**src/rtl/conv1d_ctrl_pkg.sv**
```systemverilog
// Shared definitions for the conv1d control/status register block:
// register byte offsets, bit positions used by write decode, and packed
// layouts of the CTRL and STATUS read words.
package conv1d_ctrl_pkg;

  // Byte offsets of the mapped registers
  localparam int CTRL_OFFS   = 'h00;
  localparam int STATUS_OFFS = 'h04;
  localparam int IRQ_OFFS    = 'h08;
  localparam int CYCLES_OFFS = 'h0C;
  localparam int RUNS_OFFS   = 'h10;

  // Write-side bit positions
  localparam int CTRL_START_BIT = 0;
  localparam int CTRL_SRST_BIT  = 1;
  localparam int CTRL_IRQEN_BIT = 2;
  localparam int STAT_BUSY_BIT  = 2;
  localparam int IRQ_PEND_BIT   = 0;

  // CTRL read layout (START/SOFT_RST are pulse bits and always read 0)
  typedef struct packed {
    logic irq_en;
    logic soft_rst;
    logic start;
  } ctrl_t;

  // STATUS read layout
  typedef struct packed {
    logic srst_act;
    logic busy_err;
    logic done;
    logic running;
  } status_t;

endpackage

```
**src/rtl/conv1d_ctrl_regs.sv**
```systemverilog
// Control/status register block for the conv1d accelerator.
// Host side: word-addressed request port, granted same cycle, response one
// cycle later (rdata=0 for writes, unmapped reads return 0).
// Accelerator side: start pulse, active-low soft reset held for RstCycles,
// done/running status in; level interrupt out (PENDING & IRQ_EN, registered).
// Ports:
//   clk_i, rst_i (async, active-high)
//   reg_req_i/reg_we_i/reg_addr_i/reg_wdata_i -> reg_gnt_o/reg_rvalid_o/reg_rdata_o
//   start_o, soft_rst_no, done_i, done_e_i, running_i, running_e_i, irq_o
module conv1d_ctrl_regs
  import conv1d_ctrl_pkg::*;
#(
  parameter int AddrWidth = 5,
  parameter int RstCycles = 4,
  parameter int CntWidth  = 32
) (
  input  logic                 clk_i,
  input  logic                 rst_i,
  input  logic                 reg_req_i,
  input  logic                 reg_we_i,
  input  logic [AddrWidth-1:0] reg_addr_i,
  input  logic [31:0]          reg_wdata_i,
  output logic                 reg_gnt_o,
  output logic                 reg_rvalid_o,
  output logic [31:0]          reg_rdata_o,
  output logic                 start_o,
  output logic                 soft_rst_no,
  input  logic                 done_i,
  input  logic                 done_e_i,
  input  logic                 running_i,
  input  logic                 running_e_i,
  output logic                 irq_o
);

  localparam int RstW = $clog2(RstCycles + 1);

  logic [RstW-1:0]     r_srst_cnt;
  logic [CntWidth-1:0] r_cnt;
  logic [CntWidth-1:0] r_cycles;
  logic [15:0]         r_runs;
  logic                r_start, r_done, r_busy, r_pend, r_irq_en, r_irq;
  logic                r_rvalid;
  logic [31:0]         r_rdata;

  logic [AddrWidth-1:0] w_addr;
  logic w_wr, w_rd, w_sel_ctrl, w_sel_stat, w_sel_irq;
  logic w_srst_req, w_start_req, w_srst_act, w_start_ok, w_start_rej;
  logic w_stat_rd, w_busy_clr, w_pend_clr;
  logic [31:0] w_rmux;
  status_t w_stat;
  ctrl_t   w_ctrl;
  logic w_unused_ok;

  assign w_addr     = {reg_addr_i[AddrWidth-1:2], 2'b00};
  assign w_wr       = reg_req_i & reg_we_i;
  assign w_rd       = reg_req_i & ~reg_we_i;
  assign w_sel_ctrl = (w_addr == AddrWidth'(CTRL_OFFS));
  assign w_sel_stat = (w_addr == AddrWidth'(STATUS_OFFS));
  assign w_sel_irq  = (w_addr == AddrWidth'(IRQ_OFFS));

  assign w_srst_req  = w_wr & w_sel_ctrl & reg_wdata_i[CTRL_SRST_BIT];
  assign w_start_req = w_wr & w_sel_ctrl & reg_wdata_i[CTRL_START_BIT];
  assign w_srst_act  = (r_srst_cnt != '0);
  // A soft-reset request in the same write beats START
  assign w_start_ok  = w_start_req & ~running_i & ~w_srst_act & ~w_srst_req;
  assign w_start_rej = w_start_req & ~w_start_ok;
  assign w_stat_rd   = w_rd & w_sel_stat;
  assign w_busy_clr  = w_wr & w_sel_stat & reg_wdata_i[STAT_BUSY_BIT];
  assign w_pend_clr  = w_wr & w_sel_irq & reg_wdata_i[IRQ_PEND_BIT];

  assign w_stat = '{srst_act: w_srst_act, busy_err: r_busy, done: r_done, running: running_i};
  assign w_ctrl = '{irq_en: r_irq_en, soft_rst: 1'b0, start: 1'b0};

  always_comb begin
    w_rmux = '0;
    case (w_addr)
      AddrWidth'(CTRL_OFFS):   w_rmux[2:0] = w_ctrl;
      AddrWidth'(STATUS_OFFS): w_rmux[3:0] = w_stat;
      AddrWidth'(IRQ_OFFS):    w_rmux[IRQ_PEND_BIT] = r_pend;
      AddrWidth'(CYCLES_OFFS): w_rmux[CntWidth-1:0] = r_cycles;
      AddrWidth'(RUNS_OFFS):   w_rmux[15:0] = r_runs;
      default:                 w_rmux = '0;
    endcase
  end

  // Bus response: captured from pre-update register values
  always_ff @(posedge clk_i or posedge rst_i) begin
    if (rst_i) begin
      r_rvalid <= 1'b0;
      r_rdata  <= '0;
    end else begin
      r_rvalid <= reg_req_i;
      r_rdata  <= w_rd ? w_rmux : '0;
    end
  end

  // Soft-reset down-counter; a new request reloads it
  always_ff @(posedge clk_i or posedge rst_i) begin
    if (rst_i)           r_srst_cnt <= '0;
    else if (w_srst_req) r_srst_cnt <= RstW'(RstCycles);
    else if (w_srst_act) r_srst_cnt <= r_srst_cnt - 1'b1;
  end

  // Run cycle counter, saturating
  always_ff @(posedge clk_i or posedge rst_i) begin
    if (rst_i)                          r_cnt <= '0;
    else if (w_start_ok)                r_cnt <= '0;
    else if (running_i && r_cnt != '1)  r_cnt <= r_cnt + 1'b1;
  end

  // Control and sticky status; done_e_i set beats same-cycle clears
  always_ff @(posedge clk_i or posedge rst_i) begin
    if (rst_i) begin
      r_start  <= 1'b0;
      r_cycles <= '0;
      r_runs   <= '0;
      r_done   <= 1'b0;
      r_busy   <= 1'b0;
      r_pend   <= 1'b0;
      r_irq_en <= 1'b0;
      r_irq    <= 1'b0;
    end else begin
      r_start <= w_start_ok;
      r_irq   <= r_pend & r_irq_en;
      if (w_wr && w_sel_ctrl) r_irq_en <= reg_wdata_i[CTRL_IRQEN_BIT];
      if (done_e_i) begin
        r_cycles <= r_cnt;
        r_runs   <= r_runs + 16'd1;
      end
      if (done_e_i)                     r_done <= 1'b1;
      else if (w_start_ok || w_stat_rd) r_done <= 1'b0;
      if (w_start_rej)     r_busy <= 1'b1;
      else if (w_busy_clr) r_busy <= 1'b0;
      if (done_e_i)        r_pend <= 1'b1;
      else if (w_pend_clr) r_pend <= 1'b0;
    end
  end

  assign reg_gnt_o    = reg_req_i;
  assign reg_rvalid_o = r_rvalid;
  assign reg_rdata_o  = r_rdata;
  assign start_o      = r_start;
  assign soft_rst_no  = ~w_srst_act;
  assign irq_o        = r_irq;

  // Inputs and address/data bits that carry no function here
  assign w_unused_ok = ^{done_i, running_e_i, reg_addr_i[1:0], reg_wdata_i[31:3]};

endmodule
```
**config.mk**
```make
export PLATFORM = sky130hd
export DESIGN_NAME = conv1d_ctrl_regs
export DESIGN_NICKNAME = d
export VERILOG_FILES = /design/src/rtl/conv1d_ctrl_pkg.sv /design/src/rtl/conv1d_ctrl_regs.sv
export SDC_FILE = /design/constraint.sdc
export NUM_CORES = 1
export LEC_CHECK = 0
export BUFFER_PORTS_ARGS = -buffer_cell sky130_fd_sc_hd__buf_2
export CAP_MARGIN = 15
export CORE_UTILIZATION = 40
export CTS_CLUSTER_SIZE = 8
export DETAILED_ROUTE_END_ITERATION = 16
export PLACE_DENSITY = 0.74
export SLEW_MARGIN = 15
export SYNTH_ARGS = -nofsm -noshare
export SYNTH_HDL_FRONTEND = slang
export SYNTH_SLANG_ARGS = --single-unit
```
**constraint.sdc**
```tcl
create_clock -name clk_i -period 3.6 [get_ports clk_i]
set_input_delay 0.36 -clock clk_i [delete_from_list [all_inputs] [get_ports clk_i]]
set_output_delay 0.36 -clock clk_i [all_outputs]
set_load 0.05 [all_outputs]
```
==> results of run 1 <==
-- per-layer routing --
metal | vias up | track usage
li1 | 1768 | -
met1 | 1915 | 0.199
met2 | 113 | 0.266
met3 | 17 | 0.0402
met4 | 0 | 0.0759
met5 | - | 0
-- kinds of logic (layout without fill, tap and decap cells) --
group           Yosys count  in the layout  share of synthesized area
compound gates           84             84                      0.100
xor+xnor                 17             17                     0.0281
fa+ha+maj                 4              4                    0.00946
buf+inv                  30             95                     0.0262
flops                   122            122                      0.577
mux                      40             40                     0.0837
simple gates            166            166                      0.176
-- layout make-up --
class	instances	area [um2]
Fill cell	1115	6500
Sequential cell	122	3050
Multi-Input combinational cell	311	2100
Clock buffer	22	464
Timing Repair Buffer	56	313
Tap cell	172	215
Clock inverter	9	97.6
Inverter	8	33.8
-- stage by stage --
step           total power, uW  std cells  instance area (um2)
6_report                  3670        700                 6280
3_3_place_gp              2060        669                 5720
5_1_grt                   3840        700                 6280
2_1_floorplan             1970        463                 5300
3_5_place_dp              2090        669                 5720
4_1_cts                   3710        700                 6280
-- power by group through the flow --
stage	combinational, uW	sequential (uW)	clock, uW
2_1_floorplan	323	1650	0
3_3_place_gp	403	1650	0
3_5_place_dp	428	1670	0
4_1_cts	431	1640	1630
5_1_grt	481	1660	1690
6_report	423	1650	1600
-- synth_stat cells, drive strengths merged --
master / instances / share of area
clkbuf: 7 / 0.0050
nand3: 22 / 0.021
nand2b: 2 / 0.0024
inv: 8 / 0.0057
or2: 1 / 0.0012
xor2: 6 / 0.0099
a21oi: 27 / 0.026
nor4bb: 1 / 0.0019
and4: 4 / 0.0066
a2bb2oi: 1 / 0.0017
nand2: 30 / 0.022
mux2: 34 / 0.072
o2111ai: 1 / 0.0017
xnor2: 11 / 0.018
o21ai: 18 / 0.017
o31ai: 11 / 0.016
dfrtp: 122 / 0.58
a211oi: 1 / 0.0014
ha: 4 / 0.0095
a21o: 1 / 0.0014
nor3: 4 / 0.0059
mux2i: 6 / 0.011
nor3b: 2 / 0.0028
a32o: 1 / 0.0019
a22oi: 13 / 0.018
o311ai: 1 / 0.0017
buf: 15 / 0.016
a221o: 1 / 0.0019
and3: 7 / 0.0083
or4: 8 / 0.012
nor4: 2 / 0.0052
nor2: 33 / 0.023
nand4: 11 / 0.017
nor2b: 6 / 0.0071
a31oi: 2 / 0.0024
a31o: 1 / 0.0017
or3: 12 / 0.014
and2: 21 / 0.025
o211ai: 4 / 0.0057
o21bai: 1 / 0.0014
-- registers in the layout (all words and copies together), names as in the netlist --
register	flops
r_runs	16
reg_rdata_o	32
r_srst_cnt	3
r_done	1
r_irq_en	1
r_busy	1
r_cnt	32
irq_o	1
start_o	1
r_cycles	32
reg_rvalid_o	1
r_pend	1
-- worst paths after layout --
check | start | end
max in group asynchronous | rst_i | r_cycles[5]$_DFFE_PP0P_
min in group clk_i | reg_req_i | reg_rvalid_o$_DFF_PP0_
max | r_cnt[0]$_DFFE_PP0P_ | r_cnt[28]$_DFFE_PP0P_
min | rst_i | r_cycles[0]$_DFFE_PP0P_
max reg2reg | r_cnt[0]$_DFFE_PP0P_ | r_cnt[28]$_DFFE_PP0P_
min reg2reg | r_runs[15]$_DFFE_PP0P_ | r_runs[15]$_DFFE_PP0P_
==> out/qor.csv, run 1 <==
stage;metric;value;unit
route;drt_pass1_iterations;4;
global_route;grt_util_all_layers;0.161;
synth;syn_nets;512;
layout;final_layout_size_suffix_gt1_frac;0.244;
route;wl_met3;473;um
sta;timing.hold.ws;0.0518;ns
placed_design;hpwl;6.87;mm
clock_network;postCtsHoldBufs;0;
critical_path;worstPathRequired;3.92;ns
critical_path;path_max_fanout;10;
route;via_count;3813;
route;viasPerCell;5.45;
critical_path;crit_buf_inv;0;
pwr;leakagePower;0.00298;uW
synth;ys_ff_latch;122;
pwr;powerDensity;585;nW/um2
placed_design;place_ws;1.34;ns
pwr;power_switching;932;uW
pwr;cellInternalPower;2740;uW
sta;final-setup-viol-count;0;
pwr;pwr-share-seq;0.449;
critical_path;path_class;flop to flop;
pwr;ir_worst_vdd;0.346;mV
global_route;grt_pass1_wl;17.0;mm
route;wl_per_cell;14.8;um
synth;synth.cell_area;5290;um2
die;fp.dieH;117;um
clock_network;h-tree-depth;4;
sta;timing.final.ws_setup;1.22;ns
route;wl;10.4;mm
placed_design;globalplace.congestion;0.803;
synth;syn_inst;463;
clock_network;cts_tree;built;
layout;mostFrequentLayoutCells;dfrtp_1 (122), buf_2 (48), mux2_2 (34);
sta;worst_pin_slew;0.677;ns
global_route;antenna_found_initial;0;
synth;synth_seq_area_share;0.577;
sta;period_needed;2.38;ns
global_route;grt_max_degree;93;
die;rows;41;
die;die_x;117;um
clock_network;cts_buffer_depth;2;
sta;fin_worst_skew;0.0145;ns
worst_hold_path;hp-class;primary input to asynchronous set/reset pin;
critical_path;end_kind;flop;
layout;num_antenna_cells;0;
clock_network;cts_root_buffer;clkbuf_16;
sta;tns;0;ns
sta;timing.fmax;421;MHz
pwr;swShare;0.254;
route;routed.top_layer;met4;
route;drt-met1-wl;4.61;mm
sta;finalCritPeriodShare;0.660;
route;met2_wirelength;5.13;mm
pwr;combPwrFrac;0.115;
clock_network;post_cts_buffers;0;
route;drc;0;
synth;yosys_warnings;0;
die;dieArea;13700;um2
clock_network;clock_latency;0.41;ns
sta;max_slew_margin;0.548;
layout;final_util;0.491;
die;ios;82;
critical_path;slowest_delay;0.48;ns
global_route;grt_pass1_vias;3632;
clock_network;cts.sinks;122;
critical_path;worstPathCellList;ha_1 -> nand2_1 -> nor3_1 -> o211ai_1 -> or3_1 -> a21oi_1;
sta;slew_viol_final;0;
global_route;overflow;0;
synth;avgSynthCellArea;11.4;um2
status;status;finished, final reports clean;
critical_path;reg2reg_slack;1.22;ns
critical_path;cp.arrival;2.70;ns
critical_path;crit_slowest_cell;nor3_1;
clock_network;path_clk_slew;0.05;ns
route;antenna_left;0;
route;drtIter0Drc;295;
clock_network;cts_buffers;17;
clock_network;post_cts_resized;0;
layout;final_common_cell;dfrtp_1;
sta;hold_violations;0;
pwr;p_clk_frac;0.436;
synth;yosysUniqueCellTypes;51;
sta;rsz0062_at_grt;no;
critical_path;cp_top_family;simple AND/OR/NAND/NOR gates;
critical_path;worstSetupStartpointType;flop;
die;start_util;0.414;
run;drv_cap;0;
layout;syn_to_final_growth;18.6;%
die;core_area;12800;um2
critical_path;reg2reg_depth;6;
critical_path;worst-path-stages;6;
placed_design;port_buffers;48;
layout;fin_nets;565;
(Power assumes the default switching activity.)
==> inputs of run 2 (changes only) <==
--- a/config.mk
+++ b/config.mk
@@ -10,7 +10,7 @@
 export CORE_UTILIZATION = 40
 export CTS_CLUSTER_SIZE = 8
 export DETAILED_ROUTE_END_ITERATION = 16
-export PLACE_DENSITY = 0.74
+export PLACE_DENSITY = 0.72
 export SLEW_MARGIN = 15
 export SYNTH_ARGS = -nofsm -noshare
 export SYNTH_HDL_FRONTEND = slang
==> constraint.sdc (replaced) <==
create_clock -name clk_i -period 2.42 [get_ports clk_i]
set_input_delay 0.242 -clock clk_i [delete_from_list [all_inputs] [get_ports clk_i]]
set_output_delay 0.242 -clock clk_i [all_outputs]
set_load 0.05 [all_outputs]
==> run 2 against run 1 <==
Critical path depth is the same. Flip-flop and latch count is the same. Clock skew shrank 0.0075 ns. Worst setup slack lost 1.0 ns. Total power grew 56%. Final area grew 2.0%. Sequential share of layout area shrank 0.94 points. Via count shrank 0.55%. Combinational power grew 54%. Clock-buffer cell count shrank 3. Die area is the same. Clock power grew 64%. Largest cell class unchanged.
==> out/qor.csv, run 2 (synthesized netlist as in run 1, its figures left out) <==
stage;metric;value;unit
critical_path;path_class;flop to flop;
placed_design;hpwl;6.90;mm
clock_network;h-tree-depth;4;
sta;final-setup-viol-count;0;
sta;fin_worst_skew;0.00697;ns
sta;period_needed;2.23;ns
route;drc;0;
layout;num-fill-cells;1093;
pwr;leakagePower;0.00304;uW
sta;hold_violations;0;
layout;final_layout_size_suffix_gt1_frac;0.259;
route;wl_per_cell;14.9;um
clock_network;cts_root_buffer;clkbuf_16;
global_route;grt_pass1_wl;17.9;mm
die;ios;82;
sta;timing.fmax;449;MHz
layout;num_antenna_cells;0;
die;start_util;0.414;
critical_path;end_kind;flop;
route;via_count;3792;
die;rows;41;
pwr;total_power;5710;uW
clock_network;cts_buffers;17;
critical_path;cp_top_family;simple AND/OR/NAND/NOR gates;
global_route;grt_pass1_vias;3808;
die;core_area;12800;um2
sta;max_slew_margin;0.519;
sta;finalCritPeriodShare;0.920;
placed_design;port_buffers;48;
critical_path;crit_buf_inv;0;
pwr;ir_worst_vdd;0.537;mV
route;routed.top_layer;met4;
worst_hold_path;hp-class;primary input to flop;
critical_path;worstSetupStartpointType;flop;
clock_network;cts_buffer_depth;2;
placed_design;globalplace.congestion;0.809;
placed_design;place_ws;0.312;ns
die;fp.dieH;117;um
clock_network;cts.sinks;122;
clock_network;cts_tree;built;
critical_path;path_max_fanout;10;
route;wl_met3;423;um
route;viasPerCell;5.35;
global_route;overflow;0;
pwr;powerDensity;892;nW/um2
clock_network;clock_latency;0.42;ns
global_route;antenna_found_initial;0;
route;drt-met1-wl;4.71;mm
run;drv_cap;0;
critical_path;worstPathCellList;ha_1 -> nand2_1 -> nor3_1 -> o211ai_1 -> or3_1 -> a21oi_1;
clock_network;path_clk_slew;0.06;ns
layout;fin_nets;573;
die;die_x;117;um
critical_path;worstPathRequired;2.75;ns
status;status;finished, final reports clean;
critical_path;slowest_delay;0.46;ns
global_route;grt_util_all_layers;0.172;
route;drtIter0Drc;304;
die;dieArea;13700;um2
route;drt_pass1_iterations;5;
sta;timing.final.ws_setup;0.194;ns
sta;tns;0;ns
layout;mostFrequentLayoutCells;dfrtp_1 (122), buf_2 (48), mux2_2 (34);
clock_network;post_cts_resized;0;
sta;rsz0062_at_grt;no;
sta;worst_pin_slew;0.719;ns
critical_path;crit_slowest_cell;or3_1;
global_route;grt_max_degree;83;
critical_path;cp.arrival;2.55;ns
sta;timing.hold.ws;0.0507;ns
route;antenna_left;0;
layout;syn_to_final_growth;20.9;%
route;wl;10.6;mm
route;met2_wirelength;5.22;mm
sta;slew_viol_final;0;
layout;final_common_cell;dfrtp_1;
==> run 2: cell count changes in the layout (fill, tap and decap cells not counted), sizes merged, moves of 2 or more <==
cell         change
buf              +6
clkbuf           -3
clkinv           -2
clkinvlp         +3
dlygate4sd3      +2
inv              +2
==> run 2: worst paths after layout <==
path                                               start                        end  slack [ns]  cells past startpoint
worst max-delay path                r_cnt[0]$_DFFE_PP0P_      r_cnt[30]$_DFFE_PP0P_        0.19                      6
worst min-delay path                      reg_wdata_i[1]  r_srst_cnt[0]$_DFFE_PP0P_        0.05                      2
worst max register to register      r_cnt[0]$_DFFE_PP0P_      r_cnt[30]$_DFFE_PP0P_        0.19                      6
worst min register to register  r_cycles[18]$_DFFE_PP0P_  reg_rdata_o[18]$_DFF_PP0_        0.47                      1
max in group asynchronous                          rst_i      r_cnt[19]$_DFFE_PP0P_        1.50                      4
min in group asynchronous                          rst_i  r_srst_cnt[2]$_DFFE_PP0P_        0.50                      4
==> run 2: worst register-to-register path, cell delays in order (launching register included) <==
cell and delay, ns:
dfrtp_1 0.43, ha_1 0.22, nand2_1 0.13, nor3_1 0.33, o211ai_1 0.39, or3_1 0.46, a21oi_1 0.18
==> run 2: cell type report <==
| class | instances | area [um2] | area share |
|---|---|---|---|
| sequential | 122 | 3050 | 0.477 |
| multi-input combinational | 311 | 2100 | 0.328 |
| clock inverter | 13 | 168 | 0.0262 |
| clock buffer | 19 | 453 | 0.0708 |
| tap | 172 | 215 | 0.0336 |
| inverter | 8 | 33.8 | 0.00528 |
| timing repair buffer | 64 | 378 | 0.0590 |
==> run 2: repair_timing <==
action,4_1_cts,5_1_grt
hold buffers,2,0
hold endpoints to repair,83,0
buffers inserted,0,0
==> run 2: stage by stage <==
step / util / cell area [um2] / std cells
floorplan: - / 5300 / 463
global placement: 0.451 / 5760 / 675
detailed placement: 0.451 / 5760 / 675
CTS: 0.501 / 6400 / 709
global route: 0.501 / 6400 / 709
finish: 0.501 / 6400 / 709
==> run 2: metal layers <==
layer / GRT usage / vias to the layer above
met2: 0.288 / 90
li1: - / 1788
met5: 0 / -
met3: 0.0469 / 24
met1: 0.204 / 1890
met4: 0.0852 / 0
==> run 2: power breakdown <==
group | total, uW | switching, uW | internal (uW)
registers | 2440 | 201 | 2240
clock network | 2620 | 936 | 1680
logic | 653 | 359 | 294
total | 5710 | 1500 | 4220
==> inputs of run 3 (changes only) <==
--- a/config.mk
+++ b/config.mk
@@ -10,7 +10,7 @@
 export CORE_UTILIZATION = 40
 export CTS_CLUSTER_SIZE = 8
 export DETAILED_ROUTE_END_ITERATION = 16
-export PLACE_DENSITY = 0.72
+export PLACE_DENSITY = 0.67
 export SLEW_MARGIN = 15
 export SYNTH_ARGS = -nofsm -noshare
 export SYNTH_HDL_FRONTEND = slang
==> run 3 against run 2 <==
The run now ends with negative hold slack left. Total power is 0.65% higher. Clock-buffer cell count fell by 1. Largest power group unchanged. Wire length shrank 0.99%. Worst setup slack better by 0.064 ns. Critical endpoint is now r_cnt[24]$_DFFE_PP0P_. Hold slack worse by 0.063 ns.
==> out/qor.csv, run 3 (synthesized netlist as in run 1, its figures left out) <==
stage;metric;value;unit
pwr;combPwrFrac;0.114;
clock_network;cts_buffers;17;
sta;timing.fmax;462;MHz
route;antenna_left;0;
placed_design;hpwl;6.95;mm
pwr;ir_worst_vdd;0.504;mV
global_route;met3_usage;0.0510;
route;drtIter0Drc;211;
placed_design;dp.cells;676;
clock_network;cts.sinks;122;
global_route;grt_busiest_layer;met2;
critical_path;r2r_start;r_cnt[1]$_DFFE_PP0P_;
sta;final-setup-viol-count;0;
critical_path;path_max_fanout;10;
layout;final_common_cell;dfrtp_1;
clock_network;post_cts_resized;0;
layout;final_layout_size_suffix_gt1_frac;0.259;
pwr;cellInternalPower;4270;uW
critical_path;worstPathRequired;2.76;ns
route;drc;0;
layout;final_util;0.502;
pwr;swShare;0.258;
die;rows;41;
route;viasPerCell;5.31;
status;status;finished with violations;
pwr;p_clk_frac;0.463;
sta;hold_violations;33;
clock_network;path_clk_slew;0.06;ns
pwr;leakagePower;0.00304;uW
clock_network;cts_tree;built;
die;ios;82;
layout;final_cell_count_no_fill;709;
layout;fin_nets;573;
pwr;power_switching;1480;uW
placed_design;port_buffers;48;
sta;slew_viol_final;0;
critical_path;worstSetupStartpointType;flop;
sta;worst_pin_slew;0.823;ns
status;violations;negative hold slack;
clock_network;postCtsHoldBufs;1;
layout;syn_to_final_growth;21.2;%
route;wl_per_cell;14.8;um
die;start_util;0.414;
sta;timing.hold.ws;-0.0122;ns
clock_network;h-tree-depth;4;
pwr;pwr-share-seq;0.423;
layout;mostFrequentLayoutCells;dfrtp_1 (122), buf_2 (48), mux2_2 (34);
global_route;grt_pass1_vias;3695;
die;core_area;12800;um2
critical_path;path_class;flop to flop;
sta;finalCritPeriodShare;0.894;
layout;num_antenna_cells;0;
sta;rsz0062_at_grt;no;
global_route;overflow;0;
placed_design;globalplace.congestion;0.784;
critical_path;end_kind;flop;
global_route;grt_max_degree;39;
route;drt_pass1_iterations;4;
die;die_x;117;um
global_route;antenna_found_initial;0;
route;wl;10.5;mm
worst_hold_path;hp-class;primary input to asynchronous set/reset pin;
pwr;powerDensity;896;nW/um2
critical_path;cp.arrival;2.50;ns
sta;max_slew_margin;0.450;
clock_network;cts_root_buffer;clkbuf_16;
global_route;met1_usage;0.210;
clock_network;cts_buffer_depth;2;
global_route;grt_pass1_wl;17.7;mm
global_route;grt_util_all_layers;0.171;
layout;design_area;6410;um2
die;fp.dieH;117;um
clock_network;clock_latency;0.41;ns
die;dieArea;13700;um2
run;drv_cap;0;
sta;tns;0;ns
placed_design;placed_area;5780;um2
route;via_count;3765;
global_route;met2_usage;0.284;
sta;fin_worst_skew;0.00543;ns
sta;period_needed;2.16;ns
clock_network;post_cts_buffers;0;
critical_path;startpoint;r_cnt[1]$_DFFE_PP0P_;
-- run 3: changes by cell type in the layout (fill, tap and decap cells not counted), sizes merged --
cell / before / now
buf: 62 / 63
bufinv: 3 / 4
clkbuf: 19 / 18
clkinv: 4 / 3
dlygate4sd3: 2 / 1
inv: 9 / 10
-- run 3: stage by stage --
stage               setup WS (ns)  power [uW]
floorplan                   0.218        2930
global placement            0.392        3090
detailed placement          0.326        3120
CTS                         0.276        5800
global route               0.0810        6020
finish                      0.258        5750
-- run 3: area by class of cell --
cell class / instances / area, um2
clock buffer: 18 / 429
fill: 1117 / 6360
tap: 172 / 215
clock inverter: 14 / 195
inverter: 8 / 33.8
multi-input combinational: 311 / 2100
timing repair buffer: 64 / 388
sequential: 122 / 3050
-- run 3: metal layers --
layer  vias up  share of wire
met5         -              0
met4         0          0.017
met3        14          0.038
met2        81           0.48
met1      1882           0.47
li1       1788              -
-- run 3: power groups by stage --
| stage | sequential [uW] | combinational [uW] | clock, uW |
|---|---|---|---|
| 2_1_floorplan | 2450 | 481 | 0 |
| 3_3_place_gp | 2460 | 628 | 0 |
| 3_5_place_dp | 2460 | 659 | 0 |
| 4_1_cts | 2430 | 666 | 2710 |
| 5_1_grt | 2470 | 736 | 2810 |
| 6_report | 2430 | 656 | 2660 |
-- run 3: worst paths after layout --
path | end | slack, ns | cells after the start
max | r_cnt[24]$_DFFE_PP0P_ | 0.26 | 6
min | r_cnt[26]$_DFFE_PP0P_ | -0.01 | 2
max reg2reg | r_cnt[24]$_DFFE_PP0P_ | 0.26 | 6
min reg2reg | reg_rdata_o[19]$_DFF_PP0_ | 0.48 | 1
max in group asynchronous | r_runs[5]$_DFFE_PP0P_ | 1.65 | 3
min in group clk_i | r_srst_cnt[0]$_DFFE_PP0P_ | 0.05 | 2
-- run 3: critical path: stages, from the launching register on --
cell and delay, ns:
dfrtp_1 0.43, ha_1 0.23, nand2_1 0.13, nor3_1 0.32
o211ai_1 0.39, or3_1 0.45, a21oi_1 0.14
